## config.mk

```make
export PLATFORM = sky130hd
export DESIGN_NAME = input_port
export DESIGN_NICKNAME = d
export VERILOG_FILES = /design/src/rtl/input_port.sv
export SDC_FILE = /design/constraint.sdc
export NUM_CORES = 1
export LEC_CHECK = 0
export CORE_UTILIZATION = 24
export CTS_BUF_LIST = sky130_fd_sc_hd__clkbuf_8 sky130_fd_sc_hd__clkbuf_16
export DETAILED_ROUTE_END_ITERATION = 12
export DONT_BUFFER_PORTS = 1
export GPL_TIMING_DRIVEN = 1
export HOLD_SLACK_MARGIN = 0.1
export PLACE_DENSITY_LB_ADDON = 0.05
export REMOVE_ABC_BUFFERS = 1
export SLEW_MARGIN = 25
export SYNTH_ARGS = -nofsm -noshare
export SYNTH_HDL_FRONTEND = slang
export SYNTH_SLANG_ARGS = --single-unit
```

## constraint.sdc

```tcl
create_clock -name clk -period 1.2 [get_ports clk]
set_input_delay 0.12 -clock clk [delete_from_list [all_inputs] [get_ports clk]]
set_output_delay 0.12 -clock clk [all_outputs]
set_load 0.05 [all_outputs]
```

## src/rtl/input_port.sv

```systemverilog
// input_port: debounced, handshaked push-button / switch-bank input peripheral.
// Optional feature macro: INPUT_PORT_OVERRUN_EN
//   defined   -> a press while data is still unconsumed keeps the old data and
//                raises a sticky overrun flag (cleared by rd_ack or reset).
//   undefined -> a press while data is unconsumed overwrites the data (latest
//                wins) and overrun is tied low.
module input_port #(
   parameter int DATA_W          = 8,
   parameter int DEBOUNCE_CYCLES = 16
) (
   input  logic              clk,
   input  logic              reset,
   input  logic              btn_in,
   input  logic [DATA_W-1:0] sw_in,
   input  logic              rd_ack,
   output logic              ready_out,
   output logic [DATA_W-1:0] data_out,
   output logic              overrun
);

   localparam int CNT_W = $clog2(DEBOUNCE_CYCLES);
   localparam logic [CNT_W-1:0] CNT_MAX = CNT_W'(DEBOUNCE_CYCLES - 1);

   typedef enum logic [0:0] {
      IDLE  = 1'b0,
      READY = 1'b1
   } state_t;

   // Two-flop synchronisers; *_sync_r is the synchronised level used everywhere else.
   logic              btn_meta_r;
   logic              btn_sync_r;
   logic [DATA_W-1:0] sw_meta_r;
   logic [DATA_W-1:0] sw_sync_r;

   // Debouncer state.
   logic              db_r;
   logic [CNT_W-1:0]  cnt_r;
   logic              db_next_s;
   logic [CNT_W-1:0]  cnt_next_s;
   logic              press_s;

   // Handshake FSM and registered outputs.
   state_t            state_r;
   state_t            state_next_s;
   logic              ready_r;
   logic [DATA_W-1:0] data_r;
   logic [DATA_W-1:0] data_next_s;
`ifdef INPUT_PORT_OVERRUN_EN
   logic              overrun_r;
   logic              overrun_next_s;
`endif

   // Bring the raw button and switch pins into the clk domain.
   always_ff @(posedge clk) begin
      if (reset) begin
         btn_meta_r <= 1'b0;
         btn_sync_r <= 1'b0;
         sw_meta_r  <= '0;
         sw_sync_r  <= '0;
      end else begin
         btn_meta_r <= btn_in;
         btn_sync_r <= btn_meta_r;
         sw_meta_r  <= sw_in;
         sw_sync_r  <= sw_meta_r;
      end
   end

   // Debounce: accept a new level only after it differs from db_r for DEBOUNCE_CYCLES cycles.
   always_comb begin
      db_next_s  = db_r;
      cnt_next_s = '0;
      press_s    = 1'b0;
      if (btn_sync_r == db_r) begin
         cnt_next_s = '0;
      end else if (cnt_r == CNT_MAX) begin
         db_next_s  = btn_sync_r;
         cnt_next_s = '0;
         // Only the 0->1 acceptance is a press; releases produce no event.
         press_s    = btn_sync_r;
      end else begin
         cnt_next_s = cnt_r + CNT_W'(1);
      end
   end

   // Debouncer level and stability counter registers.
   always_ff @(posedge clk) begin
      if (reset) begin
         db_r  <= 1'b0;
         cnt_r <= '0;
      end else begin
         db_r  <= db_next_s;
         cnt_r <= cnt_next_s;
      end
   end

   // Handshake next-state: capture on press, release on rd_ack, resolve press-while-full.
   always_comb begin
      state_next_s   = state_r;
      data_next_s    = data_r;
`ifdef INPUT_PORT_OVERRUN_EN
      overrun_next_s = overrun_r;
`endif
      case (state_r)
         IDLE: begin
            if (press_s) begin
               data_next_s  = sw_sync_r;
               state_next_s = READY;
            end else begin
               state_next_s = IDLE;
            end
         end
         READY: begin
            if (rd_ack && press_s) begin
               // CPU consumed the old value in the same cycle: new value is a fresh capture.
               data_next_s    = sw_sync_r;
               state_next_s   = READY;
`ifdef INPUT_PORT_OVERRUN_EN
               overrun_next_s = 1'b0;
`endif
            end else if (rd_ack) begin
               state_next_s   = IDLE;
`ifdef INPUT_PORT_OVERRUN_EN
               overrun_next_s = 1'b0;
`endif
            end else if (press_s) begin
               state_next_s   = READY;
`ifdef INPUT_PORT_OVERRUN_EN
               overrun_next_s = 1'b1;
`else
               data_next_s    = sw_sync_r;
`endif
            end else begin
               state_next_s = READY;
            end
         end
         default: begin
            state_next_s = IDLE;
         end
      endcase
   end

   // FSM state and registered output stage.
   always_ff @(posedge clk) begin
      if (reset) begin
         state_r   <= IDLE;
         ready_r   <= 1'b0;
         data_r    <= '0;
`ifdef INPUT_PORT_OVERRUN_EN
         overrun_r <= 1'b0;
`endif
      end else begin
         state_r   <= state_next_s;
         ready_r   <= (state_next_s == READY);
         data_r    <= data_next_s;
`ifdef INPUT_PORT_OVERRUN_EN
         overrun_r <= overrun_next_s;
`endif
      end
   end

   assign ready_out = ready_r;
   assign data_out  = data_r;
`ifdef INPUT_PORT_OVERRUN_EN
   assign overrun   = overrun_r;
`else
   assign overrun   = 1'b0;
`endif

endmodule

```

Yosys cells after proc, flatten, opt, wreduce, memory -nomap -nowiden:

Cells that the tools add are included.

* logic and storage cells: 27
* flip-flop bits (word level): 32
* output and inout port bits: 10
* input bits: 12

* mux-type cells: 10
* eq/ne operators: 3
* bitwise operators: 2
* reductions and logical operators: 3
* add/sub/neg operators: 1

Operators with widths (number)
* $mux W8: 3
* $pmux W8 S2: 1
* $mux W1: 5
* $add A4 B1 Y4 const B: 1
* $eq A4 B4 Y1 const B: 1
* $ne A3 B2 Y1 const B: 1
* $reduce_or A3 Y1: 1
* $not A1 Y1: 2
* $pmux W1 S2: 1
* $reduce_and A2 Y1: 1
* $eq A1 B1 Y1: 1
* $logic_and A1 B1 Y1: 1

Logic depth before layout (Yosys ltp):

* depth after elaboration: 7
* gate-level depth with buffers: 5
* depth with buffers taken out: 4

Worst setup path before layout:

No wires, ideal clock.

* path type: reg2reg
* start: register cnt_r[0]
* end: register data_r[0] (netlist: data_out[0])
* data arrival time: 1.139 ns
* clock period less this slack: 1.211 ns
* buffers on the path: 1
* slack: -0.011 ns
* setup time: 0.072 ns
* required time: 1.128 ns
* stages on the path, launching flop included: 6
* cells stage by stage: dfxtp_1 ha_1 nand3_2 nor3b_2 buf_6 mux2i_1

* cells in the longest elaborated chain, start to end: 7

Ends and longest elaborated chain
* start: declaration: RTL line 37 `logic [CNT_W-1:0] cnt_r;`
* start signal: assignment: RTL line 92 `cnt_r <= cnt_next_s;`
* $eq A4 B4 Y1 (*): RTL line 75 `end else if (cnt_r == CNT_MAX) begin`
* $mux W1 (*): RTL line 75
* $mux W1 (*): RTL line 73 `if (btn_sync_r == db_r) begin`
* $mux W8 (2 in a row)
* $mux W8: RTL line 113 `if (rd_ack && press_s) begin`
* $pmux W8 S2: RTL line 103 `case (state_r)`
* end signal: assignment: RTL line 154 `data_r <= data_next_s;`
* end: declaration: RTL line 46 `logic [DATA_W-1:0] data_r;`

Every way passes the cells marked *; elsewhere a longest branch is shown, timed or not. The select of a mux whose other input is x is not followed.
A chain may end at the register's enable or synchronous reset.

Worst setup path after layout:

* start: register cnt_r[0]
* end: register data_r[6] (netlist: data_out[6])

The elaborated chain is that of the path after synthesis.

==> flow_metrics.env <==
export IMPL_whs_ns=0.1474
export IMPL_cp_max_fo=5
export IMPL_ys_seq_area_share_pct=58.25
export IMPL_status="finished, violations left"
export IMPL_clkTransAtPathRegs_ns=0.06
export IMPL_fin_cells=182
export IMPL_fin_crit_sh_pct=102.3
export IMPL_antenna_found_initial=0
export IMPL_place_inst=159
export IMPL_htreeDepth=2
export IMPL_avgSynthCellArea_um2=11.22
export IMPL_p_leak_nw=0.6314
export IMPL_endpoint_kind="register"
export IMPL_grt_max_degree=23
export IMPL_io_pins=22
export IMPL_core_area_um2=4384
export IMPL_port_buffer_count=0
export IMPL_cap_violations=0
export IMPL_slew_viol_final=0
export IMPL_cts_tree="done"
export IMPL_drt_wl_total_mm=1.953
export IMPL_final_area_um2=1560
export IMPL_fin_util_pct=35.59
export IMPL_num_fill_cells=444
export IMPL_min_path_type="in -> reg"
export IMPL_drc=0
export IMPL_clockBufferDepth=2
export IMPL_die_area_um2=4857
export IMPL_worstSkewPairLatency_ns=0.28
export IMPL_setup_ws_ns=-0.02777
export IMPL_yosysWarnings=0
export IMPL_critPathLaunchType="register"
export IMPL_grt_pass1_wl_mm=3.291
export IMPL_violations="setup timing"
export IMPL_start_util_pct=25.09
export IMPL_vias=714
export IMPL_fin_crit_ns=1.228
export IMPL_synth_seq_cells=32
export IMPL_powerDensity_nw_per_um2=1490
export IMPL_place_gp_congestion=0.7004
export IMPL_fmax_mhz=814.5
export IMPL_grt_total_usage_pct=9.638
export IMPL_tns_ns=-0.07759
export IMPL_crit_arrival_ns=1.44
export IMPL_cp_required_ns=1.41
export IMPL_dp_slack_ns=-0.07857
export IMPL_final_antenna_net_count=0
export IMPL_first_pass_iters=2
export IMPL_die_height_um=69.70
export IMPL_overflow=0
export IMPL_power_total_mw=2.324
export IMPL_area_growth_pct=41.87
export IMPL_synthTopCellsByArea="dfxtp_1 (58%), nor2b_1 (11%), nand2b_1 (9.1%), mux2i_1 (8.2%), xor2_1 (2.4%)"
export IMPL_yosysUniqueCellTypes=19
export IMPL_clock_skew_ns=0.003377
export IMPL_numCtsBuffers=5
export IMPL_avgViaCountPerCell=3.923
export IMPL_synth_top_cell_by_area="dfxtp_1"
export IMPL_diodes=0
export IMPL_ir_worst_vdd_uv=661.1
export IMPL_setup_viol=6
export IMPL_rows=24
export IMPL_drive_gt1_share_pct=23.85
export IMPL_grt_pass1_vias=676
export IMPL_critPathKind="reg -> reg"
export IMPL_drt_iter0_markers=18
export IMPL_yosysTopAreaCellShare_pct=58.25
export IMPL_rsz0062_at_grt="true"
export IMPL_nets=142
export IMPL_wl_per_cell_um=10.73
export IMPL_hold_violations=0
export IMPL_dpl_hpwl_mm=1.079
export IMPL_clock_sinks=32
export IMPL_synthCells=98
export IMPL_cts_root_buf="clkbuf_8"
export IMPL_dpl_cell_area_um2=1242
export IMPL_syn_area_um2=1100
export IMPL_die_w_um=69.70
## cell type report
class                      count  area, µm²  share of cell area, %
inverter                       1      3.754                 0.2406
timing repair buffer          30      275.3                  17.64
sequential                    32      643.1                  41.22
clock inverter                 1      30.03                  1.925
clock buffer                   7      96.34                  6.175
tap                           52      65.06                  4.170
multi-input combinational     59      446.7                  28.63
## where the power goes
part / total (mW) / switching, mW / internal [mW]
combinational: 0.100 / 0.0384 / 0.0616
sequential: 1.10 / 0.00767 / 1.09
clock: 1.13 / 0.393 / 0.732
total: 2.32 / 0.439 / 1.89
## state kept, by name, indices dropped and copies added (netlist names)
signal,flops
btn_meta_r,1
ready_out,1
sw_meta_r,8
db_r,1
btn_sync_r,1
sw_sync_r,8
cnt_r,4
data_out,8
## repair_timing
action | CTS | global route
pin swaps | 2 | 2
resized for setup | 4 | 4
hold endpoints to repair | 32 | 0
endpoints found under the setup margin | 9 | 9
buffers inserted | 0 | 2
hold buffers | 13 | 0
gates cloned | 0 | 0
## synth_stat cells
| cell type | instances |
|---|---|
| and3b_1 | 1 |
| buf_4 | 1 |
| buf_6 | 1 |
| clkbuf_1 | 3 |
| clkbuf_2 | 1 |
| conb_1 | 1 |
| dfxtp_1 | 32 |
| ha_1 | 1 |
| inv_1 | 1 |
| mux2i_1 | 9 |
| nand2b_1 | 16 |
| nand3_1 | 1 |
| nand3_2 | 1 |
| nand3b_1 | 1 |
| nor2_1 | 4 |
| nor2b_1 | 19 |
| nor3b_2 | 1 |
| o21ba_1 | 1 |
| xor2_1 | 3 |
## layer usage
metal  up-vias  share of wire, %  global-route usage (%)
li1        362                 -                       -
met1       324                47                   10.52
met2        20                44                   14.02
met3         8               5.5                   4.215
met4         0               3.7                   8.667
met5         -                 0                       0
## critical path: stages (launching register included)
cell	delay (ns)
dfxtp_2	0.35
ha_4	0.15
nand3_4	0.07
nor3b_4	0.24
buf_6	0.17
mux2i_1	0.18
## kinds of logic (layout without fill, tap and decap cells)
logic type,Yosys count,count (layout),synth area share [%]
fa+ha+maj,1,1,1.137
compound gates,1,1,0.9102
flops,32,32,58.25
other cells,1,1,0.3410
buf+inv,7,39,3.526
xor+xnor,3,3,2.390
mux,9,9,8.191
simple gates,44,44,25.26
## worst paths after layout
check                          startpoint                       end  slack [ns]  cells past startpoint
setup / recovery      cnt_r[0]$_SDFF_PP0_  data_out[6]$_SDFFE_PP0P_       -0.03                      5
hold reg to reg   sw_meta_r[0]$_SDFF_PP0_   sw_sync_r[0]$_SDFF_PP0_        0.43                      1
setup reg to reg      cnt_r[0]$_SDFF_PP0_  data_out[6]$_SDFFE_PP0P_       -0.03                      5
hold / removal                      reset      ready_out$_SDFF_PP0_        0.15                      2
## cells in the final DEF (no fill, tap or decap), drive strengths merged
master / count
and3b: 1
nand3: 2
inv: 1
ha: 1
nand3b: 1
dlygate4sd3: 12
nor3b: 1
bufinv: 1
dfxtp: 32
o21ba: 1
nor2: 4
nand2b: 16
buf: 18
nor2b: 19
xor2: 3
clkbuf: 7
conb: 1
mux2i: 9
No activity file was read; power rests on OpenSTA's default activity.
